[src/rtl/idecode_if.sv]
// Bundle between the IF/ID latch, MEM/WB writeback and the ID/EX latch of the decode stage.
interface idecode_if #(
   parameter int unsigned DATA_W = 32
);
   logic [31:0]       IF_ID_instr;
   logic [31:0]       IF_ID_npc;
   logic              MEM_WB_RegWrite;
   logic [4:0]        MEM_WB_WriteReg;
   logic [DATA_W-1:0] MEM_WB_WriteData;
   logic [1:0]        ID_EX_WB;
   logic [2:0]        ID_EX_M;
   logic [3:0]        ID_EX_EX;
   logic [31:0]       ID_EX_npc;
   logic [DATA_W-1:0] ID_EX_readdat1;
   logic [DATA_W-1:0] ID_EX_readdat2;
   logic [31:0]       ID_EX_sign_ext;
   logic [4:0]        ID_EX_instr_2016;
   logic [4:0]        ID_EX_instr_1511;
   logic              ID_stall;

   modport master (
      output IF_ID_instr, IF_ID_npc, MEM_WB_RegWrite, MEM_WB_WriteReg, MEM_WB_WriteData,
      input  ID_EX_WB, ID_EX_M, ID_EX_EX, ID_EX_npc, ID_EX_readdat1, ID_EX_readdat2,
      input  ID_EX_sign_ext, ID_EX_instr_2016, ID_EX_instr_1511, ID_stall
   );

   modport slave (
      input  IF_ID_instr, IF_ID_npc, MEM_WB_RegWrite, MEM_WB_WriteReg, MEM_WB_WriteData,
      output ID_EX_WB, ID_EX_M, ID_EX_EX, ID_EX_npc, ID_EX_readdat1, ID_EX_readdat2,
      output ID_EX_sign_ext, ID_EX_instr_2016, ID_EX_instr_1511, ID_stall
   );
endinterface

[src/rtl/idecode.sv]
// MIPS-style decode stage: control decode, register file with write-through bypass, ID/EX latch.
// Define HAZARD_DETECT_EN to add load-use stall detection with bubble insertion.
module idecode #(
   parameter int unsigned DATA_W  = 32,
   parameter int unsigned REG_CNT = 32
) (
   input logic       clk,
   input logic       rst_n,
   idecode_if.slave  bus
);

   localparam logic [5:0] OpRtype = 6'h00;
   localparam logic [5:0] OpLw    = 6'h23;
   localparam logic [5:0] OpSw    = 6'h2B;
   localparam logic [5:0] OpBeq   = 6'h04;

   logic [5:0]        opcode;
   logic [4:0]        rs;
   logic [4:0]        rt;
   logic [4:0]        rd;
   logic [1:0]        dec_wb;
   logic [2:0]        dec_m;
   logic [3:0]        dec_ex;
   logic              wr_en;
   logic              stall;
   logic [DATA_W-1:0] rs_data;
   logic [DATA_W-1:0] rt_data;
   logic [DATA_W-1:0] rf_q [REG_CNT];

   logic [1:0]        wb_d, wb_q;
   logic [2:0]        m_d, m_q;
   logic [3:0]        ex_d, ex_q;
   logic [31:0]       npc_d, npc_q;
   logic [DATA_W-1:0] rd1_d, rd1_q;
   logic [DATA_W-1:0] rd2_d, rd2_q;
   logic [31:0]       sext_d, sext_q;
   logic [4:0]        rt_d, rt_q;
   logic [4:0]        rd_d, rd_q;

   assign opcode = bus.IF_ID_instr[31:26];
   assign rs     = bus.IF_ID_instr[25:21];
   assign rt     = bus.IF_ID_instr[20:16];
   assign rd     = bus.IF_ID_instr[15:11];

   always_comb begin
      dec_wb = 2'b00;
      dec_m  = 3'b000;
      dec_ex = 4'b0000;
      unique case (opcode)
         OpRtype: begin dec_wb = 2'b10; dec_m = 3'b000; dec_ex = 4'b1100; end
         OpLw:    begin dec_wb = 2'b11; dec_m = 3'b010; dec_ex = 4'b0001; end
         OpSw:    begin dec_wb = 2'b00; dec_m = 3'b001; dec_ex = 4'b0001; end
         OpBeq:   begin dec_wb = 2'b00; dec_m = 3'b100; dec_ex = 4'b0010; end
         default: begin dec_wb = 2'b00; dec_m = 3'b000; dec_ex = 4'b0000; end
      endcase
   end

   // Register 0 is never written, so it stays at its reset value of zero.
   assign wr_en = bus.MEM_WB_RegWrite && (bus.MEM_WB_WriteReg != 5'd0);

   always_ff @(posedge clk or negedge rst_n) begin
      if (!rst_n) begin
         for (int unsigned i = 0; i < REG_CNT; i++) begin
            rf_q[i] <= '0;
         end
      end else if (wr_en) begin
         rf_q[bus.MEM_WB_WriteReg] <= bus.MEM_WB_WriteData;
      end
   end

   always_comb begin
      rs_data = rf_q[rs];
      if (rs == 5'd0) begin
         rs_data = '0;
      end else if (wr_en && (bus.MEM_WB_WriteReg == rs)) begin
         rs_data = bus.MEM_WB_WriteData;
      end
   end

   always_comb begin
      rt_data = rf_q[rt];
      if (rt == 5'd0) begin
         rt_data = '0;
      end else if (wr_en && (bus.MEM_WB_WriteReg == rt)) begin
         rt_data = bus.MEM_WB_WriteData;
      end
   end

`ifdef HAZARD_DETECT_EN
   // Load in EX whose destination feeds this instruction: hold fetch and bubble EX.
   assign stall = m_q[1] && (rt_q != 5'd0) && ((rt_q == rs) || (rt_q == rt));
`else
   assign stall = 1'b0;
`endif

   always_comb begin
      wb_d   = stall ? 2'b00 : dec_wb;
      m_d    = stall ? 3'b000 : dec_m;
      ex_d   = stall ? 4'b0000 : dec_ex;
      npc_d  = bus.IF_ID_npc;
      rd1_d  = rs_data;
      rd2_d  = rt_data;
      sext_d = {{16{bus.IF_ID_instr[15]}}, bus.IF_ID_instr[15:0]};
      rt_d   = rt;
      rd_d   = rd;
   end

   always_ff @(posedge clk or negedge rst_n) begin
      if (!rst_n) begin
         wb_q   <= '0;
         m_q    <= '0;
         ex_q   <= '0;
         npc_q  <= '0;
         rd1_q  <= '0;
         rd2_q  <= '0;
         sext_q <= '0;
         rt_q   <= '0;
         rd_q   <= '0;
      end else begin
         wb_q   <= wb_d;
         m_q    <= m_d;
         ex_q   <= ex_d;
         npc_q  <= npc_d;
         rd1_q  <= rd1_d;
         rd2_q  <= rd2_d;
         sext_q <= sext_d;
         rt_q   <= rt_d;
         rd_q   <= rd_d;
      end
   end

   assign bus.ID_EX_WB         = wb_q;
   assign bus.ID_EX_M          = m_q;
   assign bus.ID_EX_EX         = ex_q;
   assign bus.ID_EX_npc        = npc_q;
   assign bus.ID_EX_readdat1   = rd1_q;
   assign bus.ID_EX_readdat2   = rd2_q;
   assign bus.ID_EX_sign_ext   = sext_q;
   assign bus.ID_EX_instr_2016 = rt_q;
   assign bus.ID_EX_instr_1511 = rd_q;
   assign bus.ID_stall         = stall;

endmodule

[src/flat_wrapper.sv]
// flat-port wrapper written by rule: the top's interface ports become plain ports
module idecode_flat 
#(
   parameter int unsigned DATA_W  = 32,
   parameter int unsigned REG_CNT = 32
)
  (clk, rst_n, bus_IF_ID_instr, bus_IF_ID_npc, bus_MEM_WB_RegWrite, bus_MEM_WB_WriteReg, bus_MEM_WB_WriteData, bus_ID_EX_WB, bus_ID_EX_M, bus_ID_EX_EX, bus_ID_EX_npc, bus_ID_EX_readdat1, bus_ID_EX_readdat2, bus_ID_EX_sign_ext, bus_ID_EX_instr_2016, bus_ID_EX_instr_1511, bus_ID_stall);
  idecode_if #(.DATA_W(DATA_W)) bus_i ();
  input logic clk;
  input logic rst_n;
  input wire logic [$bits(bus_i.IF_ID_instr)-1:0] bus_IF_ID_instr;
  input wire logic [$bits(bus_i.IF_ID_npc)-1:0] bus_IF_ID_npc;
  input wire logic [$bits(bus_i.MEM_WB_RegWrite)-1:0] bus_MEM_WB_RegWrite;
  input wire logic [$bits(bus_i.MEM_WB_WriteReg)-1:0] bus_MEM_WB_WriteReg;
  input wire logic [$bits(bus_i.MEM_WB_WriteData)-1:0] bus_MEM_WB_WriteData;
  output wire logic [$bits(bus_i.ID_EX_WB)-1:0] bus_ID_EX_WB;
  output wire logic [$bits(bus_i.ID_EX_M)-1:0] bus_ID_EX_M;
  output wire logic [$bits(bus_i.ID_EX_EX)-1:0] bus_ID_EX_EX;
  output wire logic [$bits(bus_i.ID_EX_npc)-1:0] bus_ID_EX_npc;
  output wire logic [$bits(bus_i.ID_EX_readdat1)-1:0] bus_ID_EX_readdat1;
  output wire logic [$bits(bus_i.ID_EX_readdat2)-1:0] bus_ID_EX_readdat2;
  output wire logic [$bits(bus_i.ID_EX_sign_ext)-1:0] bus_ID_EX_sign_ext;
  output wire logic [$bits(bus_i.ID_EX_instr_2016)-1:0] bus_ID_EX_instr_2016;
  output wire logic [$bits(bus_i.ID_EX_instr_1511)-1:0] bus_ID_EX_instr_1511;
  output wire logic [$bits(bus_i.ID_stall)-1:0] bus_ID_stall;
  assign bus_i.IF_ID_instr = bus_IF_ID_instr;
  assign bus_i.IF_ID_npc = bus_IF_ID_npc;
  assign bus_i.MEM_WB_RegWrite = bus_MEM_WB_RegWrite;
  assign bus_i.MEM_WB_WriteReg = bus_MEM_WB_WriteReg;
  assign bus_i.MEM_WB_WriteData = bus_MEM_WB_WriteData;
  assign bus_ID_EX_WB = bus_i.ID_EX_WB;
  assign bus_ID_EX_M = bus_i.ID_EX_M;
  assign bus_ID_EX_EX = bus_i.ID_EX_EX;
  assign bus_ID_EX_npc = bus_i.ID_EX_npc;
  assign bus_ID_EX_readdat1 = bus_i.ID_EX_readdat1;
  assign bus_ID_EX_readdat2 = bus_i.ID_EX_readdat2;
  assign bus_ID_EX_sign_ext = bus_i.ID_EX_sign_ext;
  assign bus_ID_EX_instr_2016 = bus_i.ID_EX_instr_2016;
  assign bus_ID_EX_instr_1511 = bus_i.ID_EX_instr_1511;
  assign bus_ID_stall = bus_i.ID_stall;
  idecode #(.DATA_W(DATA_W), .REG_CNT(REG_CNT)) u_core (.clk(clk), .rst_n(rst_n), .bus(bus_i));
endmodule
[config.mk]
export PLATFORM = sky130hd
export DESIGN_NAME = idecode_flat
export DESIGN_NICKNAME = d
export VERILOG_FILES = /design/src/rtl/idecode_if.sv /design/src/rtl/idecode.sv /design/src/flat_wrapper.sv
export SDC_FILE = /design/constraint.sdc
export NUM_CORES = 2
export LEC_CHECK = 0
export CAP_MARGIN = 20
export CORE_ASPECT_RATIO = 1.75
export CORE_MARGIN = 3
export CORE_UTILIZATION = 51
export DETAILED_ROUTE_END_ITERATION = 16
export GPL_TIMING_DRIVEN = 0
export PLACE_DENSITY = 0.77
export SYNTH_ARGS = -nofsm -noshare
export SYNTH_HDL_FRONTEND = slang
export SYNTH_SLANG_ARGS = --single-unit
[constraint.sdc]
create_clock -name clk -period 2.09 [get_ports clk]
set_input_delay 0.627 -clock clk [delete_from_list [all_inputs] [get_ports clk]]
set_output_delay 0.627 -clock clk [all_outputs]
set_load 0.02 [all_outputs]
* Word level (Yosys, flattened, before mapping)
Index checks and enable logic that the tools add are counted.
Word-level totals: bits in registers 1155, latch bits 0, RAM bits 0, ROM bits 0, input port bits 104, output and inout bits 148, word-level logic and storage cells 78, memories kept 0
Operators by class: add/sub/neg operators 0, multipliers 0, divide/modulo/power cells 0, order comparisons 4, eq/ne operators 5, shift operators 0, mux-type cells 16, bitwise operators 3, reductions and logical operators 9
Operators by type and width (count):
- bitwise mux 1024 bit | 1
- binary-select mux 32 bit (select 5 bit) | 2
- 2-to-1 mux 32 bit | 9
- demux 32 bit (select 5 bit) | 1
- greater-or-equal comparator 6 bit, second input constant | 3
- inverter 5 -> 6 bit | 3
- equality test 6 bit, second input constant | 2
- case mux 4 bit (3 select lines) | 1
- equality test 5 bit | 2
- zero test 5 bit | 2
- case mux 3 bit (3 select lines) | 1
- equality test 6 x 3 -> 1 bit, second input constant | 1
- zero test 6 bit | 1
- less-than comparator 6 x 1 -> 1 bit, second input constant | 1
- nonzero test 5 bit | 1
- logical AND 1 bit | 4
- case mux 2 bit (2 select lines) | 1
- OR reduction 2 bit | 1

* Longest topological paths before layout
depth after elaboration 6, depth in mapped cells 10, mapped depth without buffers 5

* Least setup slack after synthesis
No wires, ideal clock.
path type input to register, start point input bus_IF_ID_instr[21], end point register u_core.rd1_q[2], in the netlist u_core.bus.ID_EX_readdat1[2], setup time 136 ps, arrival 2279 ps, data required time 1954 ps, setup slack -326 ps, stages 7, path buffers 3, path through buf_6 > buf_12 > buf_6 > mux4_2 > mux4_2 > a211oi_1 > nor3_1
On the way: longest elaborated chain between the ends 6, elaborated cells on any way between the ends 9, classes of those cells eq/ne (1); mux (5); bitwise (1); reduce/logical (2)
Ends and longest elaborated chain:
- start: declaration | line flat_wrapper.sv:11 | input wire logic [$bits(bus_i.IF_ID_instr)-1:0] bus_IF_ID_instr;
- inverter 5 -> 6 bit (not written as such) | line idecode.sv:72 | rs_data = rf_q[rs];
- binary-select mux 32 bit (select 5 bit) | line idecode.sv:72
- 2-to-1 mux 32 bit (not written as such) (2 in series) | line idecode.sv:72
- 2-to-1 mux 32 bit | line idecode.sv:75 | end else if (wr_en && (bus.MEM_WB_WriteReg == rs)) begin
- 2-to-1 mux 32 bit * | line idecode.sv:73 | if (rs == 5'd0) begin
- net u_core.rd1_d[2] | line idecode.sv:34 | logic [DATA_W-1:0] rd1_d, rd1_q;
- end signal: assignment | line idecode.sv:124 | rd1_q <= rd1_d;
- end: declaration | line idecode.sv:34
Mark *: on every way through the listed nets, which the timed path passes. The rest lies on a longest branch. The select of a mux whose other input is x is not followed. A chain may end at the register's enable or synchronous reset.

* Worst setup path after layout
start point input bus_IF_ID_instr[20], end point register u_core.rd2_q[11], in the netlist u_core.bus.ID_EX_readdat2[11]
On the way: longest elaborated chain between the ends 6, elaborated cells on any way between the ends 9, classes of those cells eq/ne (1); mux (5); bitwise (1); reduce/logical (2)
Ends and longest elaborated chain:
- inverter 5 -> 6 bit (not written as such) | line idecode.sv:81 | rt_data = rf_q[rt];
- binary-select mux 32 bit (select 5 bit) | line idecode.sv:81
- 2-to-1 mux 32 bit (not written as such) (2 in series) | line idecode.sv:81
- 2-to-1 mux 32 bit | line idecode.sv:84 | end else if (wr_en && (bus.MEM_WB_WriteReg == rt)) begin
- 2-to-1 mux 32 bit * | line idecode.sv:82 | if (rt == 5'd0) begin
- net u_core.rd2_d[11] | line idecode.sv:35 | logic [DATA_W-1:0] rd2_d, rd2_q;
- end signal: assignment | line idecode.sv:125 | rd2_q <= rd2_d;
- end: declaration | line idecode.sv:35
Marked as above.

==> results.json <==
{
  "totalWireLength_mm": 292,
  "drc": 0,
  "crit_type": "primary input to register",
  "wl_per_cell_um": 46.6,
  "slew_viol_final": 0,
  "violations": "negative hold slack, negative setup slack",
  "r2r-start": "u_core.rf_q[512]$_DFFE_PN0P_",
  "tightest_slew_ps": 814,
  "grt-ovfl-total": 0,
  "postLayoutCoreUtil": 0.649,
  "grt_usage": 0.481,
  "combPwrFrac": 0.241,
  "relSlewSlack": 0.457,
  "cpMaxStageDelayCell": "nor3_4",
  "ant_nets": 0,
  "core_um2": 114000,
  "status": "complete, but fails checks",
  "fp.dieW_um": 262,
  "clock_latency_ps": 770,
  "ys_warn_count": 0,
  "cts_buffer_depth": 3,
  "drtIter0Drc": 7513,
  "placed_cell_area_um2": 64800,
  "io_buffer_count": 247,
  "syn_avg_cell_area_um2": 14.6,
  "htree_levels": 3,
  "antenna_found_initial": 24,
  "p_seq_frac": 0.441,
  "synthCells": 4031,
  "grt_max_degree": 123,
  "path_cells": "buf_4 > clkbuf_8 > buf_8 > inv_4 > nand2_4 > o22ai_2 > a211oi_2 > nor3_4",
  "critPathRequiredTime_ps": 2720,
  "period_share": 1.08,
  "power_leakage_nw": 33.1,
  "hold_viol_final": 109,
  "numCtsBuffers": 106,
  "p_clk_frac": 0.318,
  "layout.cells.non_filler": 6265,
  "clockRootBuffer": "clkbuf_16",
  "die_area_um2": 119000,
  "ys_ff_latch": 1148,
  "ir_drop_mv": 0.831,
  "layout.nets": 4776,
  "critPathLaunchType": "primary input",
  "fmax_ghz": 0.444,
  "sw_frac_of_total": 0.301,
  "num_vias": 46656,
  "cp_slowest_stage_delay_ps": 380,
  "fin_area_um2": 74200,
  "ys_types": 65,
  "path_clk_slew_ps": 70,
  "finalPower_mw": 66.4,
  "fin_ws_ps": -165,
  "hold_ws_ps": -205,
  "dr.pass1.iters": 8,
  "r2r_cells": 4,
  "p_int_mw": 46.4,
  "start_util": 0.514,
  "syn_area_um2": 58700,
  "viasPerCell": 7.45,
  "r2r-end": "u_core.bus.ID_EX_readdat1[0]$_DFF_PN0_",
  "die_h_um": 455,
  "period_needed_ps": 2250,
  "dp_worst_setup_slack_ps": -3610,
  "drive_above_1_share": 0.516,
  "end_kind": "register",
  "io_pins": 252,
  "ff2ff_setup_slack_ps": 60,
  "fin_worst_skew_ps": 28.9,
  "syn_to_final_growth_pct": 26.3,
  "place_congestion": 1.07,
  "synthFlopType": "dfrtp_1",
  "p_per_area_nw_per_um2": 895,
  "worst_ep_arrival_time_ps": 2880,
  "p_sw_mw": 20.0,
  "synth_fp_nets": 4135,
  "rsz0062_at_grt": "yes",
  "row_count": 164,
  "dp.cells": 5837,
  "synth_edf_count": 0,
  "yosysSeqAreaShare": 0.489,
  "place_hpwl_mm": 195,
  "finalSetupViolCount": 90,
  "grt_pass1_wl_mm": 386,
  "hold_path_class": "primary input to asynchronous set/reset pin",
  "crit_fanout": 11,
  "clock_sinks": 1148,
  "grt_pass1_vias": 45620,
  "cts_tree": "yes",
  "async_flop_share": 1.00,
  "max_cap_violations": 0
}
[routing by layer]
metal | GRT usage | vias up | share of wire | routed length [um]
met1 | 0.534 | 23857 | 0.31 | 90600
li1 | - | 16705 | - | -
met2 | 0.684 | 4464 | 0.42 | 122000
met4 | 0.469 | 12 | 0.13 | 37500
met3 | 0.209 | 1618 | 0.14 | 42100
met5 | 0.00715 | - | 0.00066 | 192
[registers in the layout (all words and copies together), names as in the netlist]
signal,cells
u_core.rf_q,1024
u_core.bus.ID_EX_npc,32
u_core.bus.ID_EX_readdat1,32
u_core.bus.ID_EX_readdat2,32
u_core.bus.ID_EX_sign_ext,15
u_core.bus.ID_EX_instr_2016,5
u_core.bus.ID_EX_EX,3
u_core.bus.ID_EX_M,2
u_core.bus.ID_EX_WB,2
u_core.bus.ID_EX_instr_1511,1
[power groups by stage]
stage | Combinational (mW) | Sequential, mW | Clock [mW]
floorplan | 9.07 | 28.7 | 0
global placement | 13.4 | 29.3 | 0
detailed placement | 14.1 | 29.4 | 0
CTS | 15.1 | 29.0 | 20.9
global route | 16.4 | 29.6 | 21.8
finish | 16.0 | 29.3 | 21.1
[stage by stage]
step	setup TNS (ps)	hold slack [ps]
2_1_floorplan	-7220	331
3_3_place_gp	-	453
3_5_place_dp	-2374780	468
4_1_cts	-16970	-180
5_1_grt	-3200	-159
6_report	-4630	-205
[cell usage in the layout (no fill, tap or decap), types with 80 or more instances in the layout]
cell and n:
mux2_2 999, buf_4 206, clkbuf_16 119, nor2_1 82
dlygate4sd2_1 82, o22ai_1 80, dfrtp_1 1147, clkdlybuf4s50_1 87
mux4_2 406, mux2i_1 236, clkbuf_1 137, buf_12 86
[layout make-up]
class | count | area [um2]
Timing Repair Buffer | 547 | 6210
Buffer | 451 | 4610
Clock inverter | 37 | 512
Tap cell | 1494 | 1870
Clock buffer | 153 | 3110
Antenna cell | 17 | 42.5
Sequential cell | 1148 | 28700
Fill cell | 8123 | 40100
Multi-Input combinational cell | 2406 | 29000
Inverter | 12 | 56.3
[how the worst max path moves through the flow]
stage	startpoint	endpoint	slack [ps]	depth (start not counted)
final	bus_IF_ID_instr[20]	u_core.bus.ID_EX_readdat2[11]$_DFF_PN0_	-160	8
after global routing	bus_IF_ID_instr[21]	u_core.bus.ID_EX_readdat1[0]$_DFF_PN0_	-170	9
after CTS	u_core.bus.ID_EX_readdat2[22]$_DFF_PN0_	bus_ID_EX_readdat2[22]	-240	1
after detailed placement	bus_IF_ID_instr[20]	u_core.bus.ID_EX_readdat2[11]$_DFF_PN0_	-3610	8
after global placement	rst_n	u_core.bus.ID_EX_readdat1[13]$_DFF_PN0_	-51900	1
after floorplan	bus_IF_ID_instr[21]	u_core.bus.ID_EX_readdat1[6]$_DFF_PN0_	-240	7
[critical path, delay by kind of cell]
family / cells / cell delay (ps)
buf+inv: 4 / 960
simple gates: 2 / 740
compound gates: 2 / 470
[cells by family (layout without fill, tap and decap cells)]
group / after synthesis / after routing / synth area share
buffers and inverters: 477 / 1200 / 0.0409
xor gates and xnor gates: 10 / 10 / 0.00149
and+or+nand+nor: 333 / 333 / 0.0285
other: 1 / 18 / 0.0000639
DFF: 1148 / 1148 / 0.489
muxes: 1651 / 1651 / 0.389
AOI/OAI and AO/OA: 411 / 411 / 0.0504
[what timing repair did]
action                      CTS  global route
pin swaps                    48            37
cloned                        9             5
setup endpoints to repair  1783           693
setup buffers               130            91
resized for setup           909           231
hold endpoints to repair    109           109
[Yosys cell counts, drive strengths merged (12+ instances only)]
cell    instances  area [um2]
dfrtp        1148       28700
a221oi         52         455
a22oi          37         278
a211oi         34         255
a21oi          35         175
o21ai          49         245
nor4           14        87.6
mux2          999       11200
nand2b         14        87.6
nor3           58         290
nor3b          14         105
o22ai          91         569
or2            13        81.3
o22a           14         123
mux4          406        9140
inv            12        45.1
nor2          101         379
o211ai         13        97.6
nand2          61         229
a221o          24         240
buf           236        1500
clkbuf        229         860
mux2i         246        2460
o31ai          12        90.1
(Power assumes the default switching activity.)
